## src/rtl/inst_queue_if.sv

```systemverilog
// Decoder-to-scoreboard instruction queue bus: multi-lane enqueue, multi-lane
// in-order dequeue, branch flush and status.
interface inst_queue_if #(
    parameter int unsigned DATA_W = 8,
    parameter int unsigned DEPTH  = 8,
    parameter int unsigned PUSH_W = 2,
    parameter int unsigned POP_W  = 2
);
    localparam int unsigned CNT_W = $clog2(DEPTH + 1);

    logic                     flush;
    logic [PUSH_W-1:0]        in_valid;
    logic [PUSH_W*DATA_W-1:0] in_bus;
    logic                     in_ready;
    logic [POP_W-1:0]         out_valid;
    logic [POP_W*DATA_W-1:0]  out_bus;
    logic [POP_W-1:0]         out_ready;
    logic [CNT_W-1:0]         count;
    logic                     empty;
    logic                     proto_err;

    // Producer/consumer side (decoder, scoreboard, branch unit)
    modport master (
        output flush, in_valid, in_bus, out_ready,
        input  in_ready, out_valid, out_bus, count, empty, proto_err
    );

    // Queue side
    modport slave (
        input  flush, in_valid, in_bus, out_ready,
        output in_ready, out_valid, out_bus, count, empty, proto_err
    );
endinterface

```

## src/rtl/inst_queue.sv

```systemverilog
// Multi-lane circular instruction queue between decoder and scoreboard.
// Accepts up to PUSH_W bundles per cycle, presents the POP_W oldest bundles,
// and discards everything on a branch flush.
module inst_queue #(
    parameter int unsigned DATA_W = 8,
    parameter int unsigned DEPTH  = 8,
    parameter int unsigned PUSH_W = 2,
    parameter int unsigned POP_W  = 2
) (
    input  logic         clk,
    input  logic         reset,
    inst_queue_if.slave  q
);
    localparam int unsigned PTR_W = $clog2(DEPTH);
    localparam int unsigned CNT_W = $clog2(DEPTH + 1);

    // Storage is deliberately left unreset; out_bus is gated by out_valid.
    logic [DATA_W-1:0] mem [DEPTH];

    logic [PTR_W-1:0]  head;
    logic [PTR_W-1:0]  tail;
    logic [CNT_W-1:0]  count_q;
    logic              in_ready_q;
    logic              empty_q;
    logic              proto_err_q;

    logic [PTR_W-1:0]  head_d;
    logic [PTR_W-1:0]  tail_d;
    logic [CNT_W-1:0]  count_d;
    logic              in_ready_d;

    logic              push_ok;
    logic [PUSH_W-1:0] wr_en;
    logic [PTR_W-1:0]  wr_addr [PUSH_W];
    logic [CNT_W-1:0]  push_n;

    logic [POP_W-1:0]  out_valid_c;
    logic [POP_W-1:0]  pop_lanes;
    logic [CNT_W-1:0]  pop_n;

    logic              in_not_prefix;
    logic              in_while_full;
    logic              out_not_prefix;
    logic              out_ghost;
    logic              err_c;

    // Enqueue: compact set lanes onto consecutive slots starting at tail
    always_comb begin
        push_ok = in_ready_q & ~q.flush;
        push_n  = '0;
        wr_en   = '0;
        for (int i = 0; i < int'(PUSH_W); i++) begin
            wr_addr[i] = tail + PTR_W'(push_n);
            wr_en[i]   = push_ok & q.in_valid[i];
            if (wr_en[i]) begin
                push_n = push_n + CNT_W'(1);
            end
        end
    end

    // Dequeue: lane j is valid while more than j entries are held
    always_comb begin
        pop_n = '0;
        for (int j = 0; j < int'(POP_W); j++) begin
            out_valid_c[j] = (count_q > CNT_W'(j));
        end
        pop_lanes = q.out_ready & out_valid_c;
        for (int j = 0; j < int'(POP_W); j++) begin
            if (pop_lanes[j]) begin
                pop_n = pop_n + CNT_W'(1);
            end
        end
    end

    // Next pointer/occupancy state; a flush wins over any push or pop
    always_comb begin
        head_d  = head + PTR_W'(pop_n);
        tail_d  = tail + PTR_W'(push_n);
        count_d = count_q + push_n - pop_n;
        if (q.flush) begin
            head_d  = '0;
            tail_d  = '0;
            count_d = '0;
        end
        in_ready_d = (count_d <= CNT_W'(DEPTH - PUSH_W));
    end

    // Protocol checks: masks must be prefixes, no push while full, no pop of empty lanes
    always_comb begin
        in_not_prefix  = |(q.in_valid & (q.in_valid + PUSH_W'(1)));
        in_while_full  = (|q.in_valid) & ~in_ready_q;
        out_not_prefix = |(q.out_ready & (q.out_ready + POP_W'(1)));
        out_ghost      = |(q.out_ready & ~out_valid_c);
        err_c          = in_not_prefix | in_while_full | out_not_prefix | out_ghost;
    end

    // Pointer, occupancy and status registers
    always_ff @(posedge clk or posedge reset) begin
        if (reset) begin
            head        <= '0;
            tail        <= '0;
            count_q     <= '0;
            in_ready_q  <= 1'b1;
            empty_q     <= 1'b1;
            proto_err_q <= 1'b0;
        end else begin
            head        <= head_d;
            tail        <= tail_d;
            count_q     <= count_d;
            in_ready_q  <= in_ready_d;
            empty_q     <= (count_d == '0);
            proto_err_q <= proto_err_q | err_c;
        end
    end

    // Entry storage write port (one slot per accepted lane)
    always_ff @(posedge clk) begin
        for (int i = 0; i < int'(PUSH_W); i++) begin
            if (wr_en[i]) begin
                mem[wr_addr[i]] <= q.in_bus[i*DATA_W +: DATA_W];
            end
        end
    end

    // Oldest-first read lanes, zero when the lane is not valid
    always_comb begin
        q.out_bus = '0;
        for (int j = 0; j < int'(POP_W); j++) begin
            if (out_valid_c[j]) begin
                q.out_bus[j*DATA_W +: DATA_W] = mem[head + PTR_W'(j)];
            end
        end
    end

    assign q.out_valid = out_valid_c;
    assign q.in_ready  = in_ready_q;
    assign q.count     = count_q;
    assign q.empty     = empty_q;
    assign q.proto_err = proto_err_q;

endmodule

```

## src/flat_wrapper.sv

```systemverilog
// flat-port wrapper written by rule: the top's interface ports become plain ports
module inst_queue_flat 
#(
    parameter int unsigned DATA_W = 8,
    parameter int unsigned DEPTH  = 8,
    parameter int unsigned PUSH_W = 2,
    parameter int unsigned POP_W  = 2
)
  (clk, reset, q_flush, q_in_valid, q_in_bus, q_out_ready, q_in_ready, q_out_valid, q_out_bus, q_count, q_empty, q_proto_err);
  inst_queue_if #(.DATA_W(DATA_W), .DEPTH(DEPTH), .PUSH_W(PUSH_W), .POP_W(POP_W)) q_i ();
  input  logic clk;
  input  logic reset;
  input wire logic [$bits(q_i.flush)-1:0] q_flush;
  input wire logic [$bits(q_i.in_valid)-1:0] q_in_valid;
  input wire logic [$bits(q_i.in_bus)-1:0] q_in_bus;
  input wire logic [$bits(q_i.out_ready)-1:0] q_out_ready;
  output wire logic [$bits(q_i.in_ready)-1:0] q_in_ready;
  output wire logic [$bits(q_i.out_valid)-1:0] q_out_valid;
  output wire logic [$bits(q_i.out_bus)-1:0] q_out_bus;
  output wire logic [$bits(q_i.count)-1:0] q_count;
  output wire logic [$bits(q_i.empty)-1:0] q_empty;
  output wire logic [$bits(q_i.proto_err)-1:0] q_proto_err;
  assign q_i.flush = q_flush;
  assign q_i.in_valid = q_in_valid;
  assign q_i.in_bus = q_in_bus;
  assign q_i.out_ready = q_out_ready;
  assign q_in_ready = q_i.in_ready;
  assign q_out_valid = q_i.out_valid;
  assign q_out_bus = q_i.out_bus;
  assign q_count = q_i.count;
  assign q_empty = q_i.empty;
  assign q_proto_err = q_i.proto_err;
  inst_queue #(.DATA_W(DATA_W), .DEPTH(DEPTH), .PUSH_W(PUSH_W), .POP_W(POP_W)) u_core (.clk(clk), .reset(reset), .q(q_i));
endmodule
```

## config.mk

```make
export PLATFORM = sky130hd
export DESIGN_NAME = inst_queue_flat
export DESIGN_NICKNAME = d
export VERILOG_FILES = /design/src/rtl/inst_queue_if.sv /design/src/rtl/inst_queue.sv /design/src/flat_wrapper.sv
export SDC_FILE = /design/constraint.sdc
export NUM_CORES = 1
export LEC_CHECK = 0
export ABC_CLOCK_PERIOD_IN_PS = 9050
export BUFFER_PORTS_ARGS = -buffer_cell sky130_fd_sc_hd__buf_4
export CAP_MARGIN = 40
export CELL_PAD_IN_SITES_DETAIL_PLACEMENT = 1
export CELL_PAD_IN_SITES_GLOBAL_PLACEMENT = 2
export CORE_MARGIN = 4
export CORE_UTILIZATION = 48
export CTS_BUF_LIST = sky130_fd_sc_hd__clkbuf_4 sky130_fd_sc_hd__clkbuf_8
export DETAILED_ROUTE_END_ITERATION = 8
export PLACE_DENSITY_LB_ADDON = 0.1
export REMOVE_ABC_BUFFERS = 1
export SETUP_SLACK_MARGIN = 0.5
export SLEW_MARGIN = 30
export SYNTH_ARGS = -nofsm -noshare
export SYNTH_HDL_FRONTEND = slang
export SYNTH_SLANG_ARGS = --single-unit
```

## constraint.sdc

```tcl
create_clock -name clk -period 9.05 [get_ports clk]
set_clock_uncertainty 0.05 [all_clocks]
set_input_delay 0.905 -clock clk [delete_from_list [all_inputs] [get_ports clk]]
set_output_delay 0.905 -clock clk [all_outputs]
set_load 0.01 [all_outputs]
```

; Yosys cells after proc, flatten, opt, wreduce, memory -nomap -nowiden
; Memory sizes are Yosys's and may differ from the RTL's.
; Cells that the tools add are included.
[word_totals]
register_bits = 13
latch_bits = 0
ram_bits = 64
romBits = 0
in_bits = 23
output_inout_bits = 25
wordCells = 53
n_memories = 1
[mem_list]
columns = memory, depth, width, rd, rd_ports_with_merged_regs, wr, line
row1 = u_core.mem, 8, 8, 2, 0, 2, inst_queue.sv:18  ; logic [DATA_W-1:0] mem [DEPTH];
[op_classes]
n_addsub = 10
n_mul = 0
n_div = 0
n_lt_le_gt_ge = 3
eq_ne = 0
shift = 0
n_mux = 13
n_bitwise = 15
n_reduce_logical = 5
[ops]
columns = operator, count
row1 = $mux W8, 2
row2 = $mux W4, 3
row3 = $and A2 B2 Y2, 4
row4 = $gt A4 B1 Y1 const B, 2
row5 = $reduce_or A2 Y1, 4
row6 = $add A3 B3 Y3, 2
row7 = $mux W1, 6
row8 = $mux W3, 2
row9 = $add A1 B1 Y2 const B, 2
row10 = $add A2 B1 Y2 const B, 2
row11 = $add A4 B4 Y4, 1
row12 = $and A1 B1 Y1, 4
row13 = $le A4 B3 Y1 const B, 1
row14 = $logic_not A4 Y1, 1
row15 = $or A1 B1 Y1, 4
row16 = $sub A4 B4 Y4, 1
row17 = $add A3 B1 Y3, 1
row18 = $add A3 B1 Y3 const B, 1
row19 = $not A1 Y1, 2
row20 = $not A2 Y2, 1

; Depth between registers and ports, before layout
[depth]
depth_word = 10
depth_mapped = 13
mapped_depth_nobuf = 13

; Worst setup path before layout
; No wires, ideal clock.
[synth_timing]
path_type = flip-flop to flip-flop
startpoint = register u_core.count_q[2], in the netlist u_core.q.count[2]
endpoint = register u_core.in_ready_q, in the netlist u_core.q.in_ready
setup_ns = 0.078
arrival_ns = 3.045
t_required_ns = 8.922
setup_slack_ns = 5.877
path_stages_with_launch = 13
path_buffers = 0
synth_period_minus_slack_ns = 3.173
path_cell_list = dfrtp_1 > inv_1 > ha_1 > and2_1 > or2_2 > and2_1 > ha_1 > fa_1 > inv_1 > fa_1 > xor2_1 > nand3_1 > a31o_2
[synth_via]
elab_cells_between_ends = 10
classes_between = add/sub (3) / order compare (3) / mux (3) / bitwise (1)
[synth_rtl]
columns = item, line
row1 = "start, declared", inst_queue.sv:22  ; logic [CNT_W-1:0] count_q;
row2 = "start signal, assigned", inst_queue.sv:109  ; count_q <= count_d;
row3 = $gt A4 B1 Y1, inst_queue.sv:65  ; out_valid_c[j] = (count_q > CNT_W'(j));
row4 = via q_out_valid[1], flat_wrapper.sv:18  ; output wire logic [$bits(q_i.out_valid)-1:0] q_out_valid;
row5 = $and A2 B2 Y2, inst_queue.sv:67  ; pop_lanes = q.out_ready & out_valid_c;
row6 = $mux W4, inst_queue.sv:69  ; if (pop_lanes[j]) begin
row7 = $sub A4 B4 Y4, inst_queue.sv:79  ; count_d = count_q + push_n - pop_n;
row8 = $mux W4, inst_queue.sv:80  ; if (q.flush) begin
row9 = $le A4 B3 Y1, inst_queue.sv:85  ; in_ready_d = (count_d <= CNT_W'(DEPTH - PUSH_W));
row10 = via u_core.in_ready_d, inst_queue.sv:30  ; logic in_ready_d;
row11 = "end signal, assigned", inst_queue.sv:110  ; in_ready_q <= in_ready_d;
row12 = "end, declared", inst_queue.sv:23  ; logic in_ready_q;
; The timed path passes the listed nets, and every way through them passes these cells.

==> results.toml <==
[outcome]
status = "completed"

[sta]
rsz0062_at_grt = "no"
finalHoldViolCount = 0
setup_ws_ns = 5.49
fin_crit_ns = 3.56
fin_tns_setup_ns = 0
worst_pin_slew_ns = 0.821
period_share_pct = 39.3
slew_violations = 0
setup_viol = 0
fmax_mhz = 281
max_slew_margin_pct = 44.9

[setup_path]
critPathKind = "input port to register"
cp_data_arrival_time_ns = 3.56
end_kind = "register"
critPathMaxFanout = 17
cp.required_ns = 9.06
worstSetupStartpointType = "input port"

[clock_network]
ctsLongestPathBuffers = 2
ctsResizeCount = 0
cts_tree = "yes"
insertion_delay_ns = 0.35
post_cts_buffers = 0
ctsHtreeMaxLevel = 3
cts_buffers = 9
hold_buffers = 0
cts_root_buf = "clkbuf_8"
cts.sink_count = 77
clkTransAtPathRegs_ns = 0.09

[route]
drtAntennaViolNets = 0
wl_per_cell_um = 26.6
vias = 3151
drt_iter0_drc = 139
drc = 0
wl_um = 13500
first_pass_iters = 6
avgViaCountPerCell = 6.23

[power_and_ir_drop]
fin_total_pwr_mw = 1.53
vdd_drop_max_mv = 0.143
leakagePower_nw = 2.05
power.density_nw_per_um2 = 280

[global_routing]
grt_pass1_wl_um = 20400
grt_overflow = 0
grt_use_total_pct = 24.7
grt_pass1_vias = 3267
antenna_found_initial = 0
grt_max_degree = 34

[floorplan]
dieArea_um2 = 11400
die-height_um = 107
fp.dieW_um = 107
io_pins = 48
start_util_pct = 50.2
rows = 35
core_area_um2 = 9370

[cells_and_area]
final_cell_mix = "mux2_2, edfxtp_1, buf_4"
antenna_cells = 0
area_growth_pct = 16.1
drive_gt1_share_pct = 49.9
nets = 412

[placed_design]
port_buffers = 47
gp_congestion = 0.828
dp_slack_ns = 5.15
dp_hpwl_um = 9730

[yosys]
synth_edf_count = 64
ys_seq_area_share_pct = 47.8
syn_area_um2 = 4700
synth_cell_types = 40
syn_area_per_cell_um2 = 15.1
yosysWarnings = 0
async_flop_share_pct = 16.9
synthFlopType = "edfxtp_1"
ys_ff_latch = 77
syn_inst = 312

[flow_run]
cap_violations = 0

[min_path]
worstHoldPathType = "register to register"
==> cell usage after synthesis, types with 5 or more instances <==
library cell   n  share of area (%)
nor2b_1       10                1.3
o22ai_1        8                1.1
a22o_1         8                1.5
buf_2          7               0.75
o21bai_1       5               0.80
ha_1          13                3.5
inv_1         28                2.2
dfrtp_1       11                5.9
edfxtp_1      64                 41
o21ai_0        5               0.53
mux2_2        64                 15
mux4_2        32                 15
==> critical path, cell delays in order <==
cell,delay (ns)
buf_4,0.19
nor2b_1,0.09
and2_1,0.18
ha_1,0.18
ha_1,0.21
xnor2_1,0.53
nand3_2,0.46
o21ai_1,0.49
buf_2,0.29
==> layer usage <==
layer,global-route usage [%],wire length [um]
met4,7.95,220
met2,39.7,6660
met3,3.73,721
met5,0,0
met1,34.7,5850
==> cell type report <==
type / count / area [um^2]
inverters: 28 / 105
multi-input cells: 196 / 2300
flip-flops and latches: 77 / 2250
clock inverters: 7 / 66.3
clock buffers: 9 / 124
repair buffers: 60 / 454
fillers: 961 / 3910
well taps: 129 / 161
==> stage by stage <==
| stage | hold WS [ns] | utilization, % | instance area (um^2) | cells |
|---|---|---|---|---|
| 5_1_grt | 0.464 | 58.2 | 5460 | 506 |
| 2_1_floorplan | 0.452 | - | 4650 | 301 |
| 3_5_place_dp | 0.413 | 55.7 | 5220 | 485 |
| 4_1_cts | 0.433 | 57.7 | 5410 | 501 |
| 3_3_place_gp | 0.408 | 55.2 | 5170 | 478 |
| 6_report | 0.429 | 58.2 | 5460 | 506 |
==> sequential cells by signal (all words and copies together), names as in the netlist <==
register,cells
u_core.q.count,4
u_core.tail,3
u_core.mem,64
u_core.q.empty,1
u_core.q.proto_err,1
u_core.q.in_ready,1
u_core.head,3
==> worst paths after layout <==
check	from	to	slack, ns	depth (start not counted)
setup / recovery	q_flush	u_core.mem[3][5]	5.49	9
hold / removal	u_core.q.proto_err	u_core.q.proto_err	0.43	1
setup reg to reg	u_core.q.count[2]	u_core.q.in_ready	5.62	11
hold reg to reg	u_core.q.proto_err	u_core.q.proto_err	0.43	1
max in group asynchronous	reset	u_core.head[1]	7.97	2
min in group asynchronous	reset	u_core.q.proto_err	0.56	2
==> where the power goes <==
part	internal [mW]	switching, mW
sequential	0.430	0.0457
combinational	0.407	0.388
clock	0.126	0.135
total	0.962	0.568
==> logic make-up (layout without fill, tap and decap cells) <==
group,after synthesis,count (layout),synth area share (%)
compound gates,35,35,5.27
xor+xnor,6,6,1.12
fa+ha+maj,17,17,5.16
buf+inv,39,104,3.33
flops,77,77,47.8
mux,96,96,30.7
simple gates,42,42,6.63
Power figures use the tool's default switching activity.
